## src/rtl/uart_arb_pkg.sv

```systemverilog
// Shared types and defaults for the UART transmit arbiter.
package uart_arb_pkg;

  typedef enum logic [2:0] {
    IDLE,
    ISSUE,
    STROBE,
    WAIT_BUSY,
    WAIT_DONE
  } arb_state_e;

  localparam int DEF_MAX_BURST   = 16;
  localparam int DEF_ACK_TIMEOUT = 15;
  localparam int BURST_W         = 8;

endpackage

```

## src/rtl/uart_tx_arbiter_if.sv

```systemverilog
// Requester and transmitter side signals of the UART arbiter.
interface uart_tx_arbiter_if #(
  parameter int NUM_REQ      = 4,
  parameter int PAYLOAD_BITS = 8
);
  localparam int IW = (NUM_REQ > 1) ? $clog2(NUM_REQ) : 1;

  logic [NUM_REQ-1:0]              req_valid;
  logic [NUM_REQ*PAYLOAD_BITS-1:0] req_data;
  logic [NUM_REQ-1:0]              req_last;
  logic [NUM_REQ-1:0]              req_ready;
  logic                            uart_tx_en;
  logic [PAYLOAD_BITS-1:0]         uart_tx_data;
  logic                            uart_tx_busy;
  logic [IW-1:0]                   grant_id;
  logic                            grant_active;
  logic                            ack_err;

  modport master (
    output req_valid, req_data, req_last, uart_tx_busy,
    input  req_ready, uart_tx_en, uart_tx_data, grant_id, grant_active, ack_err
  );

  modport slave (
    input  req_valid, req_data, req_last, uart_tx_busy,
    output req_ready, uart_tx_en, uart_tx_data, grant_id, grant_active, ack_err
  );

endinterface

```

## src/rtl/uart_tx_arbiter_rr_pick.sv

```systemverilog
// Combinational round-robin picker: first set request above 'last', wrapping, 'last' itself checked last.
module rr_pick #(
  parameter int N  = 4,
  parameter int IW = (N > 1) ? $clog2(N) : 1
) (
  input  logic [N-1:0]  req,
  input  logic [IW-1:0] last,
  output logic          found,
  output logic [IW-1:0] idx
);

  always_comb begin
    logic [IW-1:0] c;
    found = 1'b0;
    idx   = last;
    c     = '0;
    for (int k = 1; k <= N; k++) begin
      c = IW'((int'(last) + k) % N);
      if (!found && req[c]) begin
        found = 1'b1;
        idx   = c;
      end
    end
  end

endmodule

```

## src/rtl/uart_tx_arbiter.sv

```systemverilog
// Round-robin byte arbiter feeding one UART transmitter. A grant is held for a whole
// packet (capped at MAX_BURST bytes); each byte is strobed and then tracked through busy.
module uart_tx_arbiter
  import uart_arb_pkg::*;
#(
  parameter int NUM_REQ      = 4,
  parameter int PAYLOAD_BITS = 8,
  parameter int MAX_BURST    = DEF_MAX_BURST,
  parameter int ACK_TIMEOUT  = DEF_ACK_TIMEOUT
) (
  input logic              clk,
  input logic              rstn,
  uart_tx_arbiter_if.slave bus
);

  localparam int IW = (NUM_REQ > 1) ? $clog2(NUM_REQ) : 1;
  localparam int TW = (ACK_TIMEOUT > 1) ? $clog2(ACK_TIMEOUT) : 1;
  localparam logic [TW-1:0]      TMO_LAST  = TW'(ACK_TIMEOUT - 1);
  localparam logic [BURST_W-1:0] BURST_LIM = BURST_W'(MAX_BURST);
  localparam logic [IW-1:0]      RST_ID    = IW'(NUM_REQ - 1);

  arb_state_e              state_q, state_d;
  logic [IW-1:0]           grant_id_q, grant_id_d;
  logic                    grant_active_q, grant_active_d;
  logic [BURST_W-1:0]      burst_q, burst_d;
  logic [TW-1:0]           tmo_q, tmo_d;
  logic [PAYLOAD_BITS-1:0] data_q, data_d;
  logic                    last_q, last_d;

  logic                    pick_found;
  logic [IW-1:0]           pick_idx;
  logic                    cur_valid, cur_last;
  logic [PAYLOAD_BITS-1:0] cur_data;
  logic                    accept, timeout, release_done;
  logic [NUM_REQ-1:0]      req_ready_c;
  logic                    tx_en_c, ack_err_c;

  // grant_id_q doubles as the last-grant pointer once the grant is released
  rr_pick #(.N(NUM_REQ), .IW(IW)) u_pick (
    .req   (bus.req_valid),
    .last  (grant_id_q),
    .found (pick_found),
    .idx   (pick_idx)
  );

  assign cur_valid = bus.req_valid[grant_id_q];
  assign cur_last  = bus.req_last[grant_id_q];
  assign cur_data  = bus.req_data[int'(grant_id_q)*PAYLOAD_BITS +: PAYLOAD_BITS];

  assign accept       = (state_q == ISSUE) && cur_valid && !bus.uart_tx_busy;
  assign timeout      = (state_q == WAIT_BUSY) && !bus.uart_tx_busy && (tmo_q == TMO_LAST);
  assign release_done = (state_q == WAIT_DONE) && !bus.uart_tx_busy &&
                        (last_q || (burst_q == BURST_LIM));

  // state register and datapath flops
  always_ff @(posedge clk or negedge rstn) begin
    if (!rstn) begin
      state_q        <= IDLE;
      grant_id_q     <= RST_ID;
      grant_active_q <= 1'b0;
      burst_q        <= '0;
      tmo_q          <= '0;
      data_q         <= '0;
      last_q         <= 1'b0;
    end else begin
      state_q        <= state_d;
      grant_id_q     <= grant_id_d;
      grant_active_q <= grant_active_d;
      burst_q        <= burst_d;
      tmo_q          <= tmo_d;
      data_q         <= data_d;
      last_q         <= last_d;
    end
  end

  // next state
  always_comb begin
    state_d = state_q;
    unique case (state_q)
      IDLE:      if (pick_found) state_d = ISSUE;
      ISSUE:     if (accept) state_d = STROBE;
      STROBE:    state_d = WAIT_BUSY;
      WAIT_BUSY: begin
        if (bus.uart_tx_busy) state_d = WAIT_DONE;
        else if (timeout)     state_d = IDLE;
      end
      WAIT_DONE: begin
        if (release_done)           state_d = IDLE;
        else if (!bus.uart_tx_busy) state_d = ISSUE;
      end
      default:   state_d = IDLE;
    endcase
  end

  // datapath next values
  always_comb begin
    grant_id_d     = grant_id_q;
    grant_active_d = grant_active_q;
    burst_d        = burst_q;
    tmo_d          = tmo_q;
    data_d         = data_q;
    last_d         = last_q;
    unique case (state_q)
      IDLE: begin
        if (pick_found) begin
          grant_id_d     = pick_idx;
          grant_active_d = 1'b1;
          burst_d        = '0;
        end
      end
      ISSUE: begin
        if (accept) begin
          data_d  = cur_data;
          last_d  = cur_last;
          burst_d = (burst_q == BURST_LIM) ? burst_q : burst_q + 1'b1;
        end
      end
      STROBE:    tmo_d = '0;
      WAIT_BUSY: begin
        if (timeout)                grant_active_d = 1'b0;
        else if (!bus.uart_tx_busy) tmo_d = tmo_q + 1'b1;
      end
      WAIT_DONE: if (release_done) grant_active_d = 1'b0;
      default: ;
    endcase
  end

  // outputs
  always_comb begin
    req_ready_c = '0;
    if (accept) req_ready_c[grant_id_q] = 1'b1;
    tx_en_c   = (state_q == STROBE);
    ack_err_c = timeout;
  end

  assign bus.req_ready    = req_ready_c;
  assign bus.uart_tx_en   = tx_en_c;
  assign bus.ack_err      = ack_err_c;
  assign bus.uart_tx_data = data_q;
  assign bus.grant_id     = grant_id_q;
  assign bus.grant_active = grant_active_q;

endmodule

```

## src/flat_wrapper.sv

```systemverilog
// flat-port wrapper written by rule: the top's interface ports become plain ports
module uart_tx_arbiter_flat import uart_arb_pkg::*;
#(
  parameter int NUM_REQ      = 4,
  parameter int PAYLOAD_BITS = 8,
  parameter int MAX_BURST    = DEF_MAX_BURST,
  parameter int ACK_TIMEOUT  = DEF_ACK_TIMEOUT
)
  (clk, rstn, bus_req_valid, bus_req_data, bus_req_last, bus_uart_tx_busy, bus_req_ready, bus_uart_tx_en, bus_uart_tx_data, bus_grant_id, bus_grant_active, bus_ack_err);
  uart_tx_arbiter_if #(.NUM_REQ(NUM_REQ), .PAYLOAD_BITS(PAYLOAD_BITS)) bus_i ();
  input logic clk;
  input logic rstn;
  input wire logic [$bits(bus_i.req_valid)-1:0] bus_req_valid;
  input wire logic [$bits(bus_i.req_data)-1:0] bus_req_data;
  input wire logic [$bits(bus_i.req_last)-1:0] bus_req_last;
  input wire logic [$bits(bus_i.uart_tx_busy)-1:0] bus_uart_tx_busy;
  output wire logic [$bits(bus_i.req_ready)-1:0] bus_req_ready;
  output wire logic [$bits(bus_i.uart_tx_en)-1:0] bus_uart_tx_en;
  output wire logic [$bits(bus_i.uart_tx_data)-1:0] bus_uart_tx_data;
  output wire logic [$bits(bus_i.grant_id)-1:0] bus_grant_id;
  output wire logic [$bits(bus_i.grant_active)-1:0] bus_grant_active;
  output wire logic [$bits(bus_i.ack_err)-1:0] bus_ack_err;
  assign bus_i.req_valid = bus_req_valid;
  assign bus_i.req_data = bus_req_data;
  assign bus_i.req_last = bus_req_last;
  assign bus_i.uart_tx_busy = bus_uart_tx_busy;
  assign bus_req_ready = bus_i.req_ready;
  assign bus_uart_tx_en = bus_i.uart_tx_en;
  assign bus_uart_tx_data = bus_i.uart_tx_data;
  assign bus_grant_id = bus_i.grant_id;
  assign bus_grant_active = bus_i.grant_active;
  assign bus_ack_err = bus_i.ack_err;
  uart_tx_arbiter #(.NUM_REQ(NUM_REQ), .PAYLOAD_BITS(PAYLOAD_BITS), .MAX_BURST(MAX_BURST), .ACK_TIMEOUT(ACK_TIMEOUT)) u_core (.clk(clk), .rstn(rstn), .bus(bus_i));
endmodule
```

## config.mk

```make
export PLATFORM = sky130hd
export DESIGN_NAME = uart_tx_arbiter_flat
export DESIGN_NICKNAME = d
export VERILOG_FILES = /design/src/rtl/uart_arb_pkg.sv /design/src/rtl/uart_tx_arbiter_if.sv /design/src/rtl/uart_tx_arbiter_rr_pick.sv /design/src/rtl/uart_tx_arbiter.sv /design/src/flat_wrapper.sv
export SDC_FILE = /design/constraint.sdc
export NUM_CORES = 1
export LEC_CHECK = 0
export CAP_MARGIN = 20
export CELL_PAD_IN_SITES_DETAIL_PLACEMENT = 1
export CELL_PAD_IN_SITES_GLOBAL_PLACEMENT = 1
export CORE_ASPECT_RATIO = 2
export CORE_UTILIZATION = 35
export DETAILED_ROUTE_END_ITERATION = 6
export PLACE_DENSITY = 0.87
export SLEW_MARGIN = 20
export SYNTH_ARGS = -nofsm -noshare
export SYNTH_HDL_FRONTEND = slang
export SYNTH_SLANG_ARGS = --single-unit
```

## constraint.sdc

```tcl
create_clock -name clk -period 2.8 [get_ports clk]
set_input_delay 0.56 -clock clk [delete_from_list [all_inputs] [get_ports clk]]
set_output_delay 0.56 -clock clk [all_outputs]
set_load 0.05 [all_outputs]
```

==> out/summary.txt, run 1 <==
Endpoints failing hold: 0
Outcome: completed
Initial DRC Count: 40
Die footprint: 0.00569 mm2
Pwr dens: 898 mW/mm2
Fillers: 587
Synth top area share: 33.2%
Synth area leader: dfrtp_1
Vias per cell: 5.51
Hold Path Stages: 2
Antenna Nets Post-Route: 0
Vias in the first global route: 1,981
HPWL Detailed: 4440 um
Chip width: 53.9 um
TNS Setup: 0 ns
Critical Path AT: 2.05 ns
Die H: 106 um
Clk_skew: 0.00445 ns
Setup violators final: 0
Cells after Synth: 188
First-pass GRT wire length: 9330 um
Psw: 1.11 mW
# IOs: 60
Synth Warn #: 0
Max_slew headroom: 64.4%
WP data required: 2.24 ns
Cell Area, Synth: 0.00188 mm2
Logic pwr share: 63.0%
#FFs+latches synth: 27
Max-cap viol count: 0
Clk root buf: clkbuf_8
DRC Markers: 0
Number of buffers created by CTS: 3
Fraction of registers with async set/reset: 100%
Initial Util: 36.6%
Routed wire per std cell: 17.1 um
Seq pwr share: 27.4%
Gr usage total: 22.3%
Clock transition at path regs: 0.10 ns
# diodes: 0
Hold Path Class: flip-flop to flip-flop
FF/Latch Area: 678 um2
Total chip power: 2.43 mW
Post-synthesis sequential area ratio: 36.0%
H-tree Lvls: 1
Switch share: 45.7%
P_leak: 1.17 nW
Global route overflow: 0
Most used DFF post-synth: dfrtp_1
P&R area growth vs syn: 43.7%
CP startpoint kind: primary input
Port Buf Inserts: 59
Highest Clock Rate: 384 MHz
Pin count of the biggest net entering global routing: 28
Reg2reg start: u_core.bus.grant_id[0]
Netlist cell types: 49
Drt total wl: 5370 um
Total Nets Final: 308
Crit path kind: primary input to output port
Routed via count: 1,731
Syn Nets: 239
Synth top area cells: dfrtp_1 (33%), mux4_2 (16%), nand2_1 (6.2%)
Crit path max fanout: 5
RSZ-0062 raised after global routing: no
Worst setup path start: bus_req_valid[0]
Clock power frac: 9.6%
Syn Area/Cell: 10.0 um2
Least-Margin Pin Slew: 0.533 ns
Hold wc startpoint: u_core.bus.uart_tx_data[6]
Post-CTS Setup Bufs: 0
GP Congestion: 0.794
Number of synthesized flops with an enable pin: 0
Hold-fix buffers at CTS: 0
Fin crit share: 93.1%
CTS Sinks: 27
Core box area: 0.00514 mm2
Multi-input logic area: 0.00110 mm2
Slew Limit Fails: 0
# rows: 37
CTS tree: yes
Initial antenna violation count: 0
Worst R2R Path Depth: 6
Pre-antenna DRT Iters: 4
Max IR drop VDD: 0.569 mV
Power Internal: 1.32 mW
Worst-skew pair later-pin latency: 0.28 ns
Crit end category: output port
Layout cell share with drive strength beyond 1: 18.0%
CTS Buffer Depth: 2
Clock period minus worst slack: 2.61 ns
R2r setup slk: 0.59 ns
Cts repair resizes: 0
-- layout make-up --
type                            instances  share of cell area, %
Sequential cell                        27                   25.1
Tap cell                               58                   2.68
Multi-Input combinational cell        139                   40.8
Clock buffer                            3                   1.53
Timing Repair Buffer                   74                   27.9
Clock inverter                          1                  0.278
Inverter                               12                   1.67
-- registers in the layout, summed over array words and instances, names as in the netlist --
register / cells
u_core.bus.uart_tx_data: 8
u_core.bus.grant_active: 1
u_core.tmo_q: 4
u_core.burst_q: 8
u_core.last_q: 1
u_core.bus.grant_id: 2
u_core.state_q: 3
-- power by group through the flow --
stage	clock, mW	sequential [mW]	combinational [mW]
CTS	0.236	0.664	1.55
detailed placement	0	0.674	1.54
global route	0.261	0.685	1.66
global placement	0	0.662	1.49
finish	0.233	0.664	1.53
floorplan	0	0.868	0.828
-- Yosys cell counts (all sizes together) (4+ instances only) --
library cell and count:
nand2 31, buf 9, dfrtp 25, nor2 5, o21ai 10, inv 12
a21oi 6, and2 4, ha 8, nand3 9, mux4 13
-- critical path: stages --
cell and delay, ns:
clkdlybuf4s50_1 0.43, mux4_2 0.48, and3b_1 0.23, and2_1 0.20, buf_12 0.15
-- kinds of logic (layout without fill, tap and decap cells) --
logic type	after synthesis	in the layout	share of synthesized area (%)
simple gates	77	77	22.5
fa+ha+maj	8	8	5.32
mux	16	16	17.2
xor+xnor	4	4	1.86
flops	27	27	36.0
buf+inv	22	90	5.25
compound gates	34	34	11.8
-- routing by layer --
layer / routed length (um) / vias up / share of wire (%) / GRT usage (%)
li1: - / 817 / - / -
met1: 1830 / 865 / 34 / 23.8
met2: 3270 / 39 / 61 / 40.7
met3: 122 / 10 / 2.3 / 2.16
met4: 148 / 0 / 2.8 / 9.77
met5: 0 / - / 0 / 0
-- cells in the final DEF (no fill, tap or decap), types with 3 or more instances in the layout --
cell type	n
buf_4	15
nand2_1	31
inv_1	12
clkbuf_8	3
ha_1	8
nand3_1	9
xor2_1	3
nor2b_1	3
dfrtp_1	25
clkdlybuf4s50_1	53
o21ai_0	9
and2_1	4
nor3_1	3
a21oi_1	6
or4_1	3
nor2_1	5
a211oi_1	3
buf_12	5
mux4_2	13
-- metrics by stage --
step	utilization [%]	cells	instance area, um2	worst slack [ns]	hold WS, ns
global placement	51.6	310	2650	0.210	0.460
finish	52.6	314	2710	0.193	0.497
floorplan	-	188	1880	0.117	0.264
detailed placement	51.6	310	2650	0.181	0.484
CTS	52.6	314	2700	0.0771	0.505
global route	52.6	314	2710	0.128	0.536
-- final timing paths --
check | to
setup / recovery | bus_req_ready[2]
hold / removal | u_core.bus.uart_tx_data[6]
setup reg to reg | u_core.bus.grant_id[0]
hold reg to reg | u_core.bus.uart_tx_data[6]
max in group asynchronous | u_core.bus.grant_id[0]
min in group asynchronous | u_core.state_q[1]
Note: power is estimated with default switching activity, not from simulation.
==> inputs of run 2 (changes only) <==
--- a/config.mk
+++ b/config.mk
@@ -8,11 +8,9 @@
 export CAP_MARGIN = 20
 export CELL_PAD_IN_SITES_DETAIL_PLACEMENT = 1
 export CELL_PAD_IN_SITES_GLOBAL_PLACEMENT = 1
-export CORE_ASPECT_RATIO = 2
 export CORE_UTILIZATION = 35
 export DETAILED_ROUTE_END_ITERATION = 6
 export PLACE_DENSITY = 0.87
-export SLEW_MARGIN = 20
 export SYNTH_ARGS = -nofsm -noshare
 export SYNTH_HDL_FRONTEND = slang
 export SYNTH_SLANG_ARGS = --single-unit
==> out/summary.txt, run 2 (same netlist as run 1, synthesis figures left out) <==
Pre-antenna DRT Iters: 4
P_leak: 1.16 nW
Initial DRC Count: 88
GR Util met1: 25.4%
Most common cell after layout, fill and taps aside: clkdlybuf4s50_1
RSZ-0062 raised after global routing: no
Least-Margin Pin Slew: 0.528 ns
Endpoints failing hold: 0
CTS Buffer Depth: 2
Clock transition at path regs: 0.10 ns
Largest stage delay, worst path: 0.67 ns
GR peak layer: met2
Pin count of the biggest net entering global routing: 28
Layout cell share with drive strength beyond 1: 18.0%
Total Nets Final: 308
Worst-skew pair later-pin latency: 0.29 ns
TNS Setup: 0 ns
Clk root buf: clkbuf_8
CTS Sinks: 27
# diodes: 0
Antenna Nets Post-Route: 0
Outcome: completed
DRC Markers: 0
CP startpoint kind: flip-flop
Clock period minus worst slack: 2.67 ns
Critical Path AT: 2.11 ns
Die footprint: 0.00567 mm2
Worst setup path start: u_core.bus.grant_id[0]
HPWL Detailed: 4220 um
P&R area growth vs syn: 44.4%
Hold slack: 0.496 ns
Pwr dens: 901 mW/mm2
Routed wire per std cell: 16.4 um
Fin crit share: 95.4%
Post-CTS Setup Bufs: 0
Initial Util: 36.6%
Reg2reg start: u_core.bus.grant_id[0]
Layout Utilization: 52.9%
Die H: 75.3 um
Buffers and inverters on the worst path: 1
Max_slew headroom: 64.5%
Fillers: 593
Setup violators final: 0
Core box area: 0.00514 mm2
WP data required: 2.24 ns
First-pass GRT wire length: 8680 um
Hold Path Class: flip-flop to flip-flop
Ordered list of cells on the worst path: mux4_2 -> and3b_1 -> and2_1 -> buf_12
Total chip power: 2.45 mW
Grt met3 use: 3.04%
Max-cap viol count: 0
H-tree Lvls: 1
Highest Clock Rate: 374 MHz
Initial antenna violation count: 0
Routed via count: 1,763
GP Congestion: 0.857
Clk_skew: 0.00549 ns
Crit path kind: flip-flop to output port
Max IR drop VDD: 0.475 mV
# rows: 26
Commonest cells after routing, fill and taps aside: clkdlybuf4s50_1 (54), nand2_1 (31), dfrtp_1 (25)
Chip width: 75.3 um
CTS tree: yes
Slew Limit Fails: 0
Number of buffers created by CTS: 3
Hold wc startpoint: u_core.bus.uart_tx_data[5]
Gr usage total: 20.7%
# IOs: 60
Critical Path Slowest Stage Cell: dfstp_2
Crit path max-delay family: flip-flops
Port Buf Inserts: 59
Drt total wl: 5350 um
Global route overflow: 0
Cts repair resizes: 0
Crit end category: output port
Hold-fix buffers at CTS: 0
Vias per cell: 5.41
M2 GR Usage: 36.9%
Vias in the first global route: 1,832
Crit path max fanout: 6
-- run 2: changes by cell type in the layout (fill, tap and decap cells not counted), sizes merged --
cell           previous run  this run
clkdlybuf4s50            53        54
dlymetal6s2s              1         0
-- run 2: report_power, final --
group          internal (mW)  switching, mW  leakage [nW]  total, mW
clock network          0.102          0.134        0.0217      0.236
logic                  0.701          0.849         0.791       1.55
registers              0.528          0.136         0.345      0.664
total                   1.33           1.12          1.16       2.45
-- run 2: worst register-to-register path, delay by kind of cell, from the launching register on --
family | cells | cell delay, ns
mux | 1 | 0.54
buf+inv | 2 | 0.27
xor+xnor | 1 | 0.16
flops | 1 | 0.67
compound gates | 1 | 0.24
fa+ha+maj | 1 | 0.36
-- run 2: area by class of cell --
class	instances	area [um2]	area share (%)
Tap cell	70	87.6	3.22
Timing Repair Buffer	74	753	27.7
Sequential cell	27	678	25.0
Inverter	12	45.0	1.66
Multi-Input combinational cell	139	1100	40.7
Clock inverter	1	7.51	0.276
Clock buffer	3	41.3	1.52
-- run 2: path summary, 6_finish.rpt --
path / endpoint / slack, ns / cells past startpoint
min in group asynchronous: u_core.tmo_q[1] / 0.64 / 2
max reg2reg: u_core.bus.grant_id[0] / 0.49 / 6
min reg2reg: u_core.bus.uart_tx_data[5] / 0.50 / 2
max: bus_req_ready[2] / 0.13 / 4
min: u_core.bus.uart_tx_data[5] / 0.50 / 2
max in group asynchronous: u_core.bus.grant_id[0] / 1.85 / 2
-- run 2: through the flow --
step / instances / setup slack [ns] / instance area (um2)
2_1_floorplan: 188 / 0.117 / 1880
3_3_place_gp: 322 / 0.226 / 2670
3_5_place_dp: 322 / 0.153 / 2670
4_1_cts: 326 / 0.107 / 2720
5_1_grt: 326 / 0.0500 / 2720
6_report: 326 / 0.128 / 2720
-- run 2: layer usage --
layer  vias up  wire length, um
li1        824                -
met2        44             2820
met5         -                0
met3         7              224
met4         0              104
met1       888             2200
==> inputs of run 3 (changes only) <==
--- a/config.mk
+++ b/config.mk
@@ -9,8 +9,10 @@
 export CELL_PAD_IN_SITES_DETAIL_PLACEMENT = 1
 export CELL_PAD_IN_SITES_GLOBAL_PLACEMENT = 1
 export CORE_UTILIZATION = 35
+export CTS_CLUSTER_DIAMETER = 150
 export DETAILED_ROUTE_END_ITERATION = 6
 export PLACE_DENSITY = 0.87
+export SLEW_MARGIN = 20
 export SYNTH_ARGS = -nofsm -noshare
 export SYNTH_HDL_FRONTEND = slang
 export SYNTH_SLANG_ARGS = --single-unit
==> results of run 3 <==
Same layout as run 2: the final DEF is identical, and so are final timing and power.
